## src/rtl/gate_bist_ctrl.sv

```systemverilog
// ============================================================================
// gate_bist_ctrl : self-test sequencer for a single 2-input combinational gate
// Revision       : 1.0 - initial release
// ============================================================================
`default_nettype none

module gate_bist_ctrl #(
  parameter int unsigned SETTLE_CYCLES = 2
) (
  input  logic       clk,
  input  logic       rst_n,
  input  logic       start,
  input  logic [3:0] tt_exp,
  input  logic       gate_y,
  output logic       gate_a,
  output logic       gate_b,
  output logic       busy,
  output logic       done,
  output logic       pass,
  output logic [2:0] err_count,
  output logic       fail_valid,
  output logic [1:0] first_fail
);

  typedef enum logic [1:0] {
    ST_IDLE   = 2'd0,
    ST_SETTLE = 2'd1,
    ST_SAMPLE = 2'd2,
    ST_DONE   = 2'd3
  } state_t;

  localparam logic [3:0] C_SETTLE_LAST = 4'(SETTLE_CYCLES - 1);

  state_t     state_q, state_d;
  logic [1:0] vec_q, vec_d;
  logic [3:0] cnt_q, cnt_d;
  logic [3:0] tt_q, tt_d;
  logic       busy_q, busy_d;
  logic       done_q, done_d;
  logic       pass_q, pass_d;
  logic [2:0] err_q, err_d;
  logic       fv_q, fv_d;
  logic [1:0] ff_q, ff_d;
  logic       w_mismatch;

  assign w_mismatch = (gate_y != tt_q[vec_q]);

  always_ff @(posedge clk or negedge rst_n) begin
    if (!rst_n) begin
      state_q <= ST_IDLE;
      vec_q   <= 2'd0;
      cnt_q   <= 4'd0;
      tt_q    <= 4'd0;
      busy_q  <= 1'b0;
      done_q  <= 1'b0;
      pass_q  <= 1'b0;
      err_q   <= 3'd0;
      fv_q    <= 1'b0;
      ff_q    <= 2'd0;
    end else begin
      state_q <= state_d;
      vec_q   <= vec_d;
      cnt_q   <= cnt_d;
      tt_q    <= tt_d;
      busy_q  <= busy_d;
      done_q  <= done_d;
      pass_q  <= pass_d;
      err_q   <= err_d;
      fv_q    <= fv_d;
      ff_q    <= ff_d;
    end
  end

  always_comb begin
    state_d = state_q;
    vec_d   = vec_q;
    cnt_d   = cnt_q;
    tt_d    = tt_q;
    busy_d  = busy_q;
    done_d  = 1'b0;
    pass_d  = pass_q;
    err_d   = err_q;
    fv_d    = fv_q;
    ff_d    = ff_q;

    case (state_q)
      ST_IDLE: begin
        if (start) begin
          tt_d    = tt_exp;
          vec_d   = 2'd0;
          cnt_d   = 4'd0;
          err_d   = 3'd0;
          fv_d    = 1'b0;
          ff_d    = 2'd0;
          pass_d  = 1'b0;
          busy_d  = 1'b1;
          state_d = ST_SETTLE;
        end
      end

      ST_SETTLE: begin
        cnt_d = cnt_q + 4'd1;
        if (cnt_q == C_SETTLE_LAST) begin
          state_d = ST_SAMPLE;
        end
      end

      ST_SAMPLE: begin
        if (w_mismatch) begin
          err_d = err_q + 3'd1;
          // Only the earliest failing vector is recorded.
          if (!fv_q) begin
            ff_d = vec_q;
            fv_d = 1'b1;
          end
        end
        if (vec_q == 2'd3) begin
          state_d = ST_DONE;
        end else begin
          vec_d   = vec_q + 2'd1;
          cnt_d   = 4'd0;
          state_d = ST_SETTLE;
        end
      end

      ST_DONE: begin
        done_d  = 1'b1;
        busy_d  = 1'b0;
        pass_d  = (err_q == 3'd0);
        state_d = ST_IDLE;
      end

      default: begin
        state_d = ST_IDLE;
      end
    endcase
  end

  assign gate_a     = vec_q[1];
  assign gate_b     = vec_q[0];
  assign busy       = busy_q;
  assign done       = done_q;
  assign pass       = pass_q;
  assign err_count  = err_q;
  assign fail_valid = fv_q;
  assign first_fail = ff_q;

endmodule

`default_nettype wire

```

## config.mk

```make
export PLATFORM = sky130hd
export DESIGN_NAME = gate_bist_ctrl
export DESIGN_NICKNAME = d
export VERILOG_FILES = /design/src/rtl/gate_bist_ctrl.sv
export SDC_FILE = /design/constraint.sdc
export NUM_CORES = 1
export LEC_CHECK = 0
export CORE_MARGIN = 3
export CORE_UTILIZATION = 50
export CTS_BUF_LIST = sky130_fd_sc_hd__clkbuf_2
export DETAILED_ROUTE_END_ITERATION = 6
export PLACE_DENSITY = 0.77
export SLEW_MARGIN = 10
export SYNTH_ARGS = -nofsm -noshare
export SYNTH_HDL_FRONTEND = slang
export SYNTH_SLANG_ARGS = --single-unit
```

## constraint.sdc

```tcl
create_clock -name clk -period 4.84 [get_ports clk]
set_input_delay 0.968 -clock clk [delete_from_list [all_inputs] [get_ports clk]]
set_output_delay 0.968 -clock clk [all_outputs]
set_load 0.05 [all_outputs]
```

==> results.tsv <==
stage	metric	value	unit
yosys	syn_avg_cell_area	10.4	µm²
worst_setup_path	path_class	reg2out	
grt	grtUsageTotal	0.175	
clocking	clock_path_buffers	2	
yosys	seq_area_frac_synth	0.497	
final_layout	final_common_cell	dfrtp_1	
power	seq_power_share	0.414	
sta	fmax	0.377	GHz
grt	grt-ovfl-total	0	
route	drt_iter0_markers	9	
final_layout	final_area	1270	µm²
sta	rsz0062_at_grt	false	
worst_setup_path	path_cells	clkdlybuf4s50_1	
grt	grt_pass1_vias	766	
clocking	cts_setup_buffers	0	
grt	grt_max_degree	22	
die	die_area	2700	µm²
worst_setup_path	endpoint_kind	output pin	
final_layout	diodes	0	
clocking	cts_resized	0	
clocking	clkTransAtPathRegs	0.19	ns
route	drtAntennaViolNets	0	
yosys	synth-seq-cells	21	
worst_setup_path	crit_fanout	7	
worst_setup_path	cp.required	3.87	ns
power	vdd_drop_max	0.000332	V
die	num_rows	16	
clocking	hold_buffers	0	
final_layout	area_delta_synth_final	20.5	%
sta	worstMarginPinSlew	0.948	ns
grt	grt_pass1_wl	3450	µm
route	wl_per_cell	13.2	µm
route	finalWirelength	1950	µm
sta	finClkSkew	0.00988	ns
worst_setup_path	path_delay_family	buffers and inverters	
sta	hold_violations	0	
sta	setup_viol	0	
route	drt-pass1-iter-count	4	
yosys	postSynthNetCount	115	
clocking	clock_sinks	21	
route	via_per_inst	5.41	
worst_setup_path	worstPathArrival	1.68	ns
yosys	syn_area	1060	µm²
sta	maxSlewHeadroom	0.366	
yosys	yosysWarnings	0	
worst_setup_path	crit_buf_inv	1	
clocking	cts_tree	yes	
die	die_x	52.0	µm
power	p_per_area	589	nW/µm²
place	placed_area	1250	µm²
route	drc	0	
clocking	cts_buffers	3	
final_layout	final_cell_mix	dfrtp_1, clkdlybuf4s50_1, nand2_1	
sta	fin_crit	2.65	ns
sta	tns	0	ns
final_layout	drive_gt1_frac	0.0833	
run_status	status	finished clean	
place	place_congestion	0.821	
route	dr_total_vias	796	
power	switchingPower	0.341	mW
min_path	hp-class	reg2reg	
clocking	clock_latency	0.33	ns
worst_setup_path	critPathMaxStageDelay	0.85	ns
flow_run	maxCapViolCount	0	
grt	antenna_found_initial	0	
sta	fin_crit_sh	0.548	
power	internal_power	0.410	mW
worst_setup_path	critPathLaunchType	flop	
worst_setup_path	cp_slowest_cell	clkdlybuf4s50_1	
die	start_util	0.533	
power	p_clk_frac	0.097	
yosys	syn_inst	102	
place	post-dp-hpwl	1410	µm
place	io_buffer_count	18	
die	num_io_pins	19	
sta	maxSlewViolCount	0	
die	die_y	52.0	µm
die	coreArea	1980	µm²
yosys	ys_types	31	
clocking	cts_htree_levels	1	
power	p_leak	0.579	nW
clocking	cts_root_buffer	clkbuf_2	
power	comb_power_share	0.488	
final_layout	finalNetCount	134	
power	power.switching_fraction	0.454	
==> per-layer routing <==
| metal | global-route usage | share of wire |
|---|---|---|
| met3 | 0.0344 | 0.034 |
| met4 | 0.0917 | 0.020 |
| met5 | 0 | 0 |
| met2 | 0.268 | 0.48 |
| met1 | 0.232 | 0.47 |
==> power groups by stage <==
stage / clock, mW / sequential (mW) / combinational [mW]
floorplan: 0 / 0.372 / 0.204
global placement: 0 / 0.310 / 0.356
detailed placement: 0 / 0.315 / 0.367
CTS: 0.0762 / 0.311 / 0.370
global route: 0.0845 / 0.324 / 0.403
finish: 0.0729 / 0.311 / 0.367
==> cells by family after synthesis <==
kind of cell / Yosys count / synth area share
flops: 21 / 0.497
compound gates: 23 / 0.147
fa+ha+maj: 5 / 0.0592
simple gates: 34 / 0.153
mux: 7 / 0.0828
buf+inv: 10 / 0.0379
xor+xnor: 2 / 0.0237
==> state kept, by name (all words and copies together) (netlist names) <==
register,cells
err_count,3
tt_q,4
busy,1
pass,1
done,1
state_q,2
first_fail,2
fail_valid,1
vec_q,2
cnt_q,4
==> cells in the mapped netlist (all sizes together) <==
cell / count / share of area
o31ai: 2 / 0.014
nor3: 1 / 0.0047
nand3: 2 / 0.0095
mux2: 4 / 0.043
a21o: 1 / 0.0071
nand2b: 5 / 0.030
inv: 6 / 0.021
mux2i: 2 / 0.019
a21oi: 1 / 0.0047
buf: 1 / 0.0047
o21ai: 9 / 0.043
clkbuf: 3 / 0.012
o21a: 1 / 0.0071
a211o: 1 / 0.0083
xnor2: 2 / 0.024
and2: 1 / 0.0059
o22ai: 1 / 0.0059
ha: 5 / 0.059
mux4: 1 / 0.021
a21boi: 1 / 0.0071
o211a: 2 / 0.019
dfrtp: 21 / 0.50
nor4b: 2 / 0.017
a22oi: 1 / 0.0071
a22o: 2 / 0.017
nor2: 6 / 0.021
o21bai: 1 / 0.0071
or3: 2 / 0.012
nand2: 15 / 0.053
==> final cells by class <==
| class | instances | area [µm²] |
|---|---|---|
| Clock inverter | 1 | 5.00 |
| Tap cell | 27 | 33.8 |
| Sequential cell | 21 | 526 |
| Fill cell | 162 | 708 |
| Timing Repair Buffer | 18 | 180 |
| Inverter | 6 | 22.5 |
| Multi-Input combinational cell | 71 | 492 |
| Clock buffer | 3 | 15.0 |
==> per-stage QoR <==
step,hold WS [ns],instances,utilization,power (mW),setup slack (ns)
floorplan,0.447,102,-,0.576,2.75
global placement,0.465,143,0.633,0.667,2.45
detailed placement,0.463,143,0.633,0.682,2.42
CTS,0.492,147,0.643,0.757,2.15
global route,0.512,147,0.643,0.812,2.06
finish,0.494,147,0.643,0.750,2.19
==> worst paths after layout <==
check	from	to	slack (ns)	depth (start not counted)
worst max register to register	vec_q[0]$_DFFE_PN0P_	first_fail[0]$_DFFE_PN0P_	2.95	4
worst min-delay path	cnt_q[3]$_DFFE_PN0P_	cnt_q[3]$_DFFE_PN0P_	0.49	1
worst max-delay path	vec_q[0]$_DFFE_PN0P_	gate_b	2.19	1
max in group asynchronous	rst_n	cnt_q[1]$_DFFE_PN0P_	3.13	1
min in group asynchronous	rst_n	state_q[0]$_DFFE_PN0P_	1.14	1
worst min register to register	cnt_q[3]$_DFFE_PN0P_	cnt_q[3]$_DFFE_PN0P_	0.49	1
Note: power is estimated with default switching activity, not from simulation.
